## src/rtl/ysyx_25030085_core_pkg.sv

```systemverilog
// ----------------------------------------------------------------------------
// ysyx_25030085_core_pkg
// Shared types and constants for the multi-cycle instruction sequencer:
//   - state_e       : sequencer FSM states
//   - MEM_*         : funct3-style load/store size codes
//   - DEFAULT_RESET_PC, NOP_INST
//   - is_misaligned : alignment rule shared by the sequencer and LSU aligner
// ----------------------------------------------------------------------------
package ysyx_25030085_core_pkg;

  typedef enum logic [2:0] {
    S_FETCH = 3'd0,
    S_FWAIT = 3'd1,
    S_EXEC  = 3'd2,
    S_MREQ  = 3'd3,
    S_MWAIT = 3'd4,
    S_WB    = 3'd5,
    S_HALT  = 3'd6
  } state_e;

  // Load codes
  localparam logic [2:0] MEM_LB  = 3'b000;
  localparam logic [2:0] MEM_LH  = 3'b001;
  localparam logic [2:0] MEM_LW  = 3'b010;
  localparam logic [2:0] MEM_LBU = 3'b100;
  localparam logic [2:0] MEM_LHU = 3'b101;
  // Store codes (only [1:0] is significant for stores)
  localparam logic [2:0] MEM_SB  = 3'b000;
  localparam logic [2:0] MEM_SH  = 3'b001;
  localparam logic [2:0] MEM_SW  = 3'b010;

  localparam logic [31:0] DEFAULT_RESET_PC = 32'h8000_0000;
  localparam logic [31:0] NOP_INST         = 32'h0000_0013;  // addi x0, x0, 0

  // Size comes from op[1:0]: 00 byte (never misaligned), 01 halfword,
  // anything else is treated as a word (loads with unknown codes act as LW).
  function automatic logic is_misaligned(input logic [2:0] op, input logic [1:0] a);
    logic mis;
    case (op[1:0])
      2'b00:   mis = 1'b0;
      2'b01:   mis = a[0];
      default: mis = (a != 2'b00);
    endcase
    return mis;
  endfunction

endpackage

```

## src/rtl/ysyx_25030085_core_seq_if.sv

```systemverilog
// ----------------------------------------------------------------------------
// ysyx_25030085_core_seq_if
// Instruction (ifu_*) and data (lsu_*) valid/ready buses of the sequencer.
//   master : the core side (drives requests, receives responses)
//   slave  : the memory side
// ----------------------------------------------------------------------------
interface ysyx_25030085_core_seq_if #(
  parameter int XLEN = 32
);
  // instruction fetch bus
  logic            ifu_req_valid;
  logic            ifu_req_ready;
  logic [XLEN-1:0] ifu_addr;
  logic            ifu_rsp_valid;
  logic [31:0]     ifu_rdata;
  // data bus
  logic            lsu_req_valid;
  logic            lsu_req_ready;
  logic [XLEN-1:0] lsu_addr;
  logic            lsu_wen;
  logic [3:0]      lsu_wstrb;
  logic [31:0]     lsu_wdata;
  logic            lsu_rsp_valid;
  logic [31:0]     lsu_rdata;

  modport master (
    output ifu_req_valid, ifu_addr,
    input  ifu_req_ready, ifu_rsp_valid, ifu_rdata,
    output lsu_req_valid, lsu_addr, lsu_wen, lsu_wstrb, lsu_wdata,
    input  lsu_req_ready, lsu_rsp_valid, lsu_rdata
  );

  modport slave (
    input  ifu_req_valid, ifu_addr,
    output ifu_req_ready, ifu_rsp_valid, ifu_rdata,
    input  lsu_req_valid, lsu_addr, lsu_wen, lsu_wstrb, lsu_wdata,
    output lsu_req_ready, lsu_rsp_valid, lsu_rdata
  );
endinterface

```

## src/rtl/ysyx_25030085_lsu_align.sv

```systemverilog
// ----------------------------------------------------------------------------
// ysyx_25030085_lsu_align  (combinational)
// Byte-lane handling for the data bus.
//   i_addr_lo     : byte offset within the word
//   i_mem_op      : funct3-style size code
//   i_wen         : 1 = store; strobes are forced to 0 otherwise
//   i_rs2         : store source data
//   i_rdata       : word read from memory
//   o_misaligned  : access crosses its natural alignment
//   o_wstrb       : byte enables
//   o_wdata       : store data replicated onto every lane
//   o_load_data   : shifted and sign/zero-extended load result
// ----------------------------------------------------------------------------
module ysyx_25030085_lsu_align
  import ysyx_25030085_core_pkg::*;
(
  input  logic [1:0]  i_addr_lo,
  input  logic [2:0]  i_mem_op,
  input  logic        i_wen,
  input  logic [31:0] i_rs2,
  input  logic [31:0] i_rdata,
  output logic        o_misaligned,
  output logic [3:0]  o_wstrb,
  output logic [31:0] o_wdata,
  output logic [31:0] o_load_data
);

  logic [3:0]  w_strb;
  logic [31:0] w_shifted;

  always_comb begin
    o_misaligned = is_misaligned(i_mem_op, i_addr_lo);

    // Replicating the data means the memory only needs the strobes to
    // pick the right lane; no data shifter on the store path.
    w_strb  = 4'b1111;
    o_wdata = i_rs2;
    case (i_mem_op[1:0])
      2'b00: begin
        w_strb  = 4'b0001 << i_addr_lo;
        o_wdata = {4{i_rs2[7:0]}};
      end
      2'b01: begin
        w_strb  = 4'b0011 << i_addr_lo;
        o_wdata = {2{i_rs2[15:0]}};
      end
      default: begin
        w_strb  = 4'b1111;
        o_wdata = i_rs2;
      end
    endcase
    o_wstrb = i_wen ? w_strb : 4'b0000;

    w_shifted = i_rdata >> {i_addr_lo, 3'b000};
    case (i_mem_op)
      MEM_LB:  o_load_data = {{24{w_shifted[7]}}, w_shifted[7:0]};
      MEM_LH:  o_load_data = {{16{w_shifted[15]}}, w_shifted[15:0]};
      MEM_LBU: o_load_data = {24'h0, w_shifted[7:0]};
      MEM_LHU: o_load_data = {16'h0, w_shifted[15:0]};
      default: o_load_data = w_shifted;
    endcase
  end

endmodule

```

## src/rtl/ysyx_25030085_core_seq.sv

```systemverilog
// ----------------------------------------------------------------------------
// ysyx_25030085_core_seq
// Multi-cycle fetch/execute/memory/writeback sequencer. Owns PC and the
// instruction register; decode, regfile and ALU are combinational neighbours.
//   clk, rst      : clock, synchronous active-high reset
//   bus           : ifu_* / lsu_* valid/ready buses (master side)
//   mem_read, mem_write, reg_write, mem_op : decoded control
//   next_pc, alu_result, rs2_data          : datapath results
//   pc, inst      : current PC, latched instruction
//   rf_we         : regfile write pulse, load_data valid with it
//   commit        : one-cycle retire pulse (same edge as the PC update)
//   err           : sticky misalignment flag; core sits in HALT until rst
// Zero-wait latency: 3 cycles (ALU op) / 6 cycles (load/store) to commit.
// ----------------------------------------------------------------------------
module ysyx_25030085_core_seq
  import ysyx_25030085_core_pkg::*;
#(
  parameter int              XLEN     = 32,
  parameter logic [XLEN-1:0] RESET_PC = DEFAULT_RESET_PC
) (
  input  logic                       clk,
  input  logic                       rst,
  ysyx_25030085_core_seq_if.master   bus,
  input  logic                       mem_read,
  input  logic                       mem_write,
  input  logic                       reg_write,
  input  logic [2:0]                 mem_op,
  input  logic [XLEN-1:0]            next_pc,
  input  logic [XLEN-1:0]            alu_result,
  input  logic [XLEN-1:0]            rs2_data,
  output logic [XLEN-1:0]            pc,
  output logic [31:0]                inst,
  output logic                       rf_we,
  output logic [XLEN-1:0]            load_data,
  output logic                       commit,
  output logic                       err
);

  state_e          r_state;
  logic [XLEN-1:0] r_pc;
  logic [31:0]     r_inst;
  logic            r_ifu_req_valid;
  logic            r_lsu_req_valid;
  logic [XLEN-1:0] r_addr;
  logic [XLEN-1:0] r_wdata;
  logic [2:0]      r_mem_op;
  logic            r_wen;
  logic [31:0]     r_rdata;
  logic            r_rf_we;
  logic            r_commit;
  logic [XLEN-1:0] r_load_data;
  logic            r_err;

  logic            w_in_exec;
  logic [1:0]      w_align_addr;
  logic [2:0]      w_align_op;
  logic            w_misaligned;
  logic [3:0]      w_wstrb;
  logic [31:0]     w_wdata;
  logic [31:0]     w_load_data;

  // One aligner serves both phases: in EXEC it checks the live address for
  // misalignment; afterwards it works from the latched access so that the
  // request stays stable while waiting for ready.
  assign w_in_exec    = (r_state == S_EXEC);
  assign w_align_addr = w_in_exec ? alu_result[1:0] : r_addr[1:0];
  assign w_align_op   = w_in_exec ? mem_op : r_mem_op;

  ysyx_25030085_lsu_align u_align (
    .i_addr_lo    (w_align_addr),
    .i_mem_op     (w_align_op),
    .i_wen        (r_wen),
    .i_rs2        (r_wdata),
    .i_rdata      (r_rdata),
    .o_misaligned (w_misaligned),
    .o_wstrb      (w_wstrb),
    .o_wdata      (w_wdata),
    .o_load_data  (w_load_data)
  );

  always_ff @(posedge clk) begin
    if (rst) begin
      r_state         <= S_FETCH;
      r_pc            <= RESET_PC;
      r_inst          <= NOP_INST;
      r_ifu_req_valid <= 1'b0;
      r_lsu_req_valid <= 1'b0;
      r_addr          <= '0;
      r_wdata         <= '0;
      r_mem_op        <= 3'b000;
      r_wen           <= 1'b0;
      r_rdata         <= 32'h0;
      r_rf_we         <= 1'b0;
      r_commit        <= 1'b0;
      r_load_data     <= '0;
      r_err           <= 1'b0;
    end else begin
      r_rf_we  <= 1'b0;
      r_commit <= 1'b0;
      case (r_state)
        S_FETCH: begin
          // Valid comes up one cycle after entering FETCH from reset, and
          // only drops once the request is accepted.
          if (r_ifu_req_valid && bus.ifu_req_ready) begin
            r_ifu_req_valid <= 1'b0;
            r_state         <= S_FWAIT;
          end else begin
            r_ifu_req_valid <= 1'b1;
          end
        end
        S_FWAIT: begin
          if (bus.ifu_rsp_valid) begin
            r_inst  <= bus.ifu_rdata;
            r_state <= S_EXEC;
          end
        end
        S_EXEC: begin
          if (!mem_read && !mem_write) begin
            r_rf_we         <= reg_write;
            r_pc            <= next_pc;
            r_commit        <= 1'b1;
            r_ifu_req_valid <= 1'b1;
            r_state         <= S_FETCH;
          end else begin
            r_addr   <= alu_result;
            r_wdata  <= rs2_data;
            r_mem_op <= mem_op;
            r_wen    <= mem_write;
            if (w_misaligned) begin
              r_err   <= 1'b1;
              r_state <= S_HALT;
            end else begin
              r_lsu_req_valid <= 1'b1;
              r_state         <= S_MREQ;
            end
          end
        end
        S_MREQ: begin
          if (r_lsu_req_valid && bus.lsu_req_ready) begin
            r_lsu_req_valid <= 1'b0;
            r_state         <= S_MWAIT;
          end
        end
        S_MWAIT: begin
          if (bus.lsu_rsp_valid) begin
            r_rdata <= bus.lsu_rdata;
            r_state <= S_WB;
          end
        end
        S_WB: begin
          r_rf_we         <= reg_write & mem_read;
          r_load_data     <= w_load_data;
          r_pc            <= next_pc;
          r_commit        <= 1'b1;
          r_ifu_req_valid <= 1'b1;
          r_state         <= S_FETCH;
        end
        S_HALT: begin
          r_err <= 1'b1;
        end
        default: begin
          r_state <= S_FETCH;
        end
      endcase
    end
  end

  assign bus.ifu_req_valid = r_ifu_req_valid;
  assign bus.ifu_addr      = r_pc;
  assign bus.lsu_req_valid = r_lsu_req_valid;
  assign bus.lsu_addr      = {r_addr[XLEN-1:2], 2'b00};
  assign bus.lsu_wen       = r_wen;
  assign bus.lsu_wstrb     = w_wstrb;
  assign bus.lsu_wdata     = w_wdata;

  assign pc        = r_pc;
  assign inst      = r_inst;
  assign rf_we     = r_rf_we;
  assign load_data = r_load_data;
  assign commit    = r_commit;
  assign err       = r_err;

endmodule

```

## src/flat_wrapper.sv

```systemverilog
// flat-port wrapper written by rule: the top's interface ports become plain ports
module ysyx_25030085_core_seq_flat import ysyx_25030085_core_pkg::*;
#(
  parameter int              XLEN     = 32,
  parameter logic [XLEN-1:0] RESET_PC = DEFAULT_RESET_PC
)
  (clk, rst, mem_read, mem_write, reg_write, mem_op, next_pc, alu_result, rs2_data, pc, inst, rf_we, load_data, commit, err, bus_ifu_req_valid, bus_ifu_addr, bus_ifu_req_ready, bus_ifu_rsp_valid, bus_ifu_rdata, bus_lsu_req_valid, bus_lsu_addr, bus_lsu_wen, bus_lsu_wstrb, bus_lsu_wdata, bus_lsu_req_ready, bus_lsu_rsp_valid, bus_lsu_rdata);
  ysyx_25030085_core_seq_if #(.XLEN(XLEN)) bus_i ();
  input  logic clk;
  input  logic rst;
  input  logic mem_read;
  input  logic mem_write;
  input  logic reg_write;
  input  logic [2:0] mem_op;
  input  logic [XLEN-1:0] next_pc;
  input  logic [XLEN-1:0] alu_result;
  input  logic [XLEN-1:0] rs2_data;
  output logic [XLEN-1:0] pc;
  output logic [31:0] inst;
  output logic rf_we;
  output logic [XLEN-1:0] load_data;
  output logic commit;
  output logic err;
  output wire logic [$bits(bus_i.ifu_req_valid)-1:0] bus_ifu_req_valid;
  output wire logic [$bits(bus_i.ifu_addr)-1:0] bus_ifu_addr;
  input wire logic [$bits(bus_i.ifu_req_ready)-1:0] bus_ifu_req_ready;
  input wire logic [$bits(bus_i.ifu_rsp_valid)-1:0] bus_ifu_rsp_valid;
  input wire logic [$bits(bus_i.ifu_rdata)-1:0] bus_ifu_rdata;
  output wire logic [$bits(bus_i.lsu_req_valid)-1:0] bus_lsu_req_valid;
  output wire logic [$bits(bus_i.lsu_addr)-1:0] bus_lsu_addr;
  output wire logic [$bits(bus_i.lsu_wen)-1:0] bus_lsu_wen;
  output wire logic [$bits(bus_i.lsu_wstrb)-1:0] bus_lsu_wstrb;
  output wire logic [$bits(bus_i.lsu_wdata)-1:0] bus_lsu_wdata;
  input wire logic [$bits(bus_i.lsu_req_ready)-1:0] bus_lsu_req_ready;
  input wire logic [$bits(bus_i.lsu_rsp_valid)-1:0] bus_lsu_rsp_valid;
  input wire logic [$bits(bus_i.lsu_rdata)-1:0] bus_lsu_rdata;
  assign bus_ifu_req_valid = bus_i.ifu_req_valid;
  assign bus_ifu_addr = bus_i.ifu_addr;
  assign bus_i.ifu_req_ready = bus_ifu_req_ready;
  assign bus_i.ifu_rsp_valid = bus_ifu_rsp_valid;
  assign bus_i.ifu_rdata = bus_ifu_rdata;
  assign bus_lsu_req_valid = bus_i.lsu_req_valid;
  assign bus_lsu_addr = bus_i.lsu_addr;
  assign bus_lsu_wen = bus_i.lsu_wen;
  assign bus_lsu_wstrb = bus_i.lsu_wstrb;
  assign bus_lsu_wdata = bus_i.lsu_wdata;
  assign bus_i.lsu_req_ready = bus_lsu_req_ready;
  assign bus_i.lsu_rsp_valid = bus_lsu_rsp_valid;
  assign bus_i.lsu_rdata = bus_lsu_rdata;
  ysyx_25030085_core_seq #(.XLEN(XLEN), .RESET_PC(RESET_PC)) u_core (.clk(clk), .rst(rst), .bus(bus_i), .mem_read(mem_read), .mem_write(mem_write), .reg_write(reg_write), .mem_op(mem_op), .next_pc(next_pc), .alu_result(alu_result), .rs2_data(rs2_data), .pc(pc), .inst(inst), .rf_we(rf_we), .load_data(load_data), .commit(commit), .err(err));
endmodule
```

## config.mk

```make
export PLATFORM = sky130hd
export DESIGN_NAME = ysyx_25030085_core_seq_flat
export DESIGN_NICKNAME = d
export VERILOG_FILES = /design/src/rtl/ysyx_25030085_core_pkg.sv /design/src/rtl/ysyx_25030085_core_seq_if.sv /design/src/rtl/ysyx_25030085_lsu_align.sv /design/src/rtl/ysyx_25030085_core_seq.sv /design/src/flat_wrapper.sv
export SDC_FILE = /design/constraint.sdc
export NUM_CORES = 1
export LEC_CHECK = 0
export CAP_MARGIN = 20
export CORE_MARGIN = 2
export CORE_UTILIZATION = 25
export CTS_BUF_LIST = sky130_fd_sc_hd__clkbuf_16
export DETAILED_ROUTE_END_ITERATION = 7
export GPL_ROUTABILITY_DRIVEN = 0
export PLACE_DENSITY = 0.55
export SETUP_SLACK_MARGIN = 0.3
export SLEW_MARGIN = 0
export SYNTH_ARGS = -nofsm -noshare
export SYNTH_HDL_FRONTEND = slang
export SYNTH_SLANG_ARGS = --single-unit
```

## constraint.sdc

```tcl
create_clock -name clk -period 3.8 [get_ports clk]
set_input_delay 0.76 -clock clk [delete_from_list [all_inputs] [get_ports clk]]
set_output_delay 0.76 -clock clk [all_outputs]
set_load 0.01 [all_outputs]
```

==> impl_results.md <==
* Max_cap viols at 0
* Reg clk slew, reported paths at 0.06 ns
* Total track usage at 16.5%
* Core area at 36300 um2
* Slew Limit Fails at 0
* Count leader, synth: nand2_1
* Initial core utilization at between 20% and 30%
* Final period demand of the worst path at between 3 and 4 ns
* Die H at 195 um
* Skew final at a little over 0.008 ns
* First-pass GRT wire length at 49700 um
* Leakage dissipation at 0.00474 uW
* Hold Vio Cnt, Final at 0
* Routed via count at 8889
* Setup-failing EPs final at 0
* CP endpoint kind: output pin
* Mean post-synth cell area at between 7 and 8 um2
* Critical path class: reg2out
* DR DRC count at 0
* DRT Pass-1 Iters at 5
* Fin nets at 1622
* CTS buffer count at 26
* Synth area leader: dfxtp_1
* Ys async rst share at 0%
* Max clock buf depth at 3
* Vias per cell at 4.59
* Tot Pwr at 7050 uW
* Clk sink count at 204
* Vias in the first global route at 8452
* Syn Std Cell Area at 9140 um2
* I/O pin count at around 370
* CTS Root Buffer Type: clkbuf_16
* Worst setup SP type: flip-flop
* Pin count of the biggest net entering global routing at 80
* Unrepaired setup endpoints after global routing: yes
* Htree depth at 1
* Antenna viol nets, final at 0
* Slew HR at around 48%
* Register area share after synthesis at 44.7%
* Dominant cells by area after synthesis: dfxtp_1 (45%), nand2_1 (16%), a21oi_1 (9.3%), buf_4 (6.2%), mux2_2 (3.0%)
* Max FO, Critical Path at 11
* Die area at approximately 38000 um2
* Arrival time worst endpoint at approximately 2.7 ns
* Hold Path Class: reg2reg
* PD cells at 511 nW/um2
* Post-synth EDFFs at 0
* Setup TNS at 0 ns
* Yosys top cell area share at 44.7%
* Top_reg_cell synth: dfxtp_1
* Synth Warn # at 0
* Port Buffers at 371
* Post-Syn Instances at between 1000 and 1500
* Status: completed
* Flop-to-flop setup slack at 1.21 ns
* GRT overflow at 0
* CTS tree: yes
* Rows at 70
* Ant. Diodes at 0
* Peak VDD IR at 0.307 mV
* Worst Tran Pin Value at approximately 0.78 ns
* Synth top cells by count: nand2_1 (385), dfxtp_1 (204), a21oi_1 (170)
* Post-DP HPWL at 23900 um
* 1st-iter DRT viols at 421
* Worst Setup Slack, final at 0.383 ns
* Layout cells sized above 1 at 8.71%
* Area Growth Syn to Fin at 50.9%
* Post-CTS Hold Buffers at 0
* Netlist cell types at a little over 40
* Worst-Skew Late Latency at 0.53 ns
* CP Data Required Time at about 3 ns
* Yosys reg bits at 204
* Crit share post-route at 89.9%
* Chip width at 195 um
* Drt total wl at between 30000 and 40000 um
* Initial antenna violation count at 1
* Achievable clock frequency at 293 MHz
* Routed wire length per instance at about 17 um
* Post-Place Worst Slack at 0.295 ns
==> logic make-up after synthesis <==
| logic type | synth area share, % |
|---|---|
| compound gates | 16.5 |
| buf+inv | 10.1 |
| flops | 44.7 |
| mux | 4.85 |
| other cells | 0.0410 |
| simple gates | 23.8 |
==> stage by stage <==
stage                     utilization [%]  hold WS, ns  instance area [um2]  cells
after floorplan                         -        0.434                 9140   1175
after global placement               35.2        0.442                12800   1884
after detailed placement             35.2        0.446                12800   1884
after CTS                            37.6        0.454                13700   1935
after global routing                 37.9        0.468                13800   1938
final                                37.9        0.451                13800   1938
==> what timing repair did <==
action	CTS	global route
setup buffers	3	1
cloned	0	2
gates resized for setup	7	12
setup endpoints to repair	28	19
==> sequential cells by signal, summed over array words and instances (netlist names) <==
register and count:
u_core.bus.ifu_addr 32, u_core.inst 32, u_core.load_data 32, u_core.r_addr 32, u_core.r_rdata 32, u_core.r_wdata 32, u_core.r_mem_op 3, u_core.r_state 3
u_core.bus.ifu_req_valid 1, u_core.bus.lsu_req_valid 1, u_core.bus.lsu_wen 1, u_core.commit 1, u_core.err 1, u_core.rf_we 1
==> critical path, cell delays in order (launching register included) <==
cell             delay [ns]
dfxtp_4                0.40
nor3b_4                0.22
buf_6                  0.16
mux2i_4                0.25
buf_12                 0.15
clkbuf_16              0.14
mux2_2                 0.33
clkdlybuf4s50_1        0.48
==> layout make-up <==
type | instances | area [um2]
flip-flops and latches | 204 | 4090
clock buffers | 27 | 676
fillers | 3714 | 22600
clock inverters | 21 | 163
repair buffers | 403 | 4070
well taps | 468 | 586
inverters | 4 | 15.0
multi-input cells | 811 | 4190
==> placed cells by master (no fill, tap or decap), types with 7 or more instances in the layout <==
cell               n
nand2_1          385
clkdlybuf4s50_1  363
dfxtp_1          201
a21oi_1          169
nor2_1            49
clkbuf_16         29
mux2_2            24
buf_4             24
o21ai_0           21
a31oi_1           17
and3_1            16
nor2b_1           13
nand3_1           12
nand3b_1          12
a211oi_1          12
a311oi_2          10
nand2b_1          10
mux2i_1            9
and2_1             8
o32ai_1            7
a311oi_1           7
==> report_power, final <==
group,switching [uW],internal (uW)
sequential,173,2340
clock,997,1430
combinational,1100,1020
==> worst paths after layout <==
path | to | depth (start not counted) | startpoint
worst max register to register | u_core.load_data[27]$_SDFFE_PP0P_ | 7 | u_core.r_state[1]$_SDFFE_PP0P_
worst min-delay path | u_core.r_addr[10]$_SDFFE_PP0P_ | 2 | u_core.r_addr[10]$_SDFFE_PP0P_
worst max-delay path | bus_lsu_wdata[21] | 7 | u_core.r_state[1]$_SDFFE_PP0P_
worst min register to register | u_core.r_addr[10]$_SDFFE_PP0P_ | 2 | u_core.r_addr[10]$_SDFFE_PP0P_
==> routing by layer <==
layer | track usage (%) | part of all wire [%] | vias up
met5 | 0 | 0.030 | -
met4 | 4.38 | 2.7 | 2
met3 | 5.04 | 8.5 | 61
met2 | 27.3 | 45 | 348
met1 | 20.8 | 44 | 4093
li1 | - | - | 4385
(Power assumes the default switching activity.)
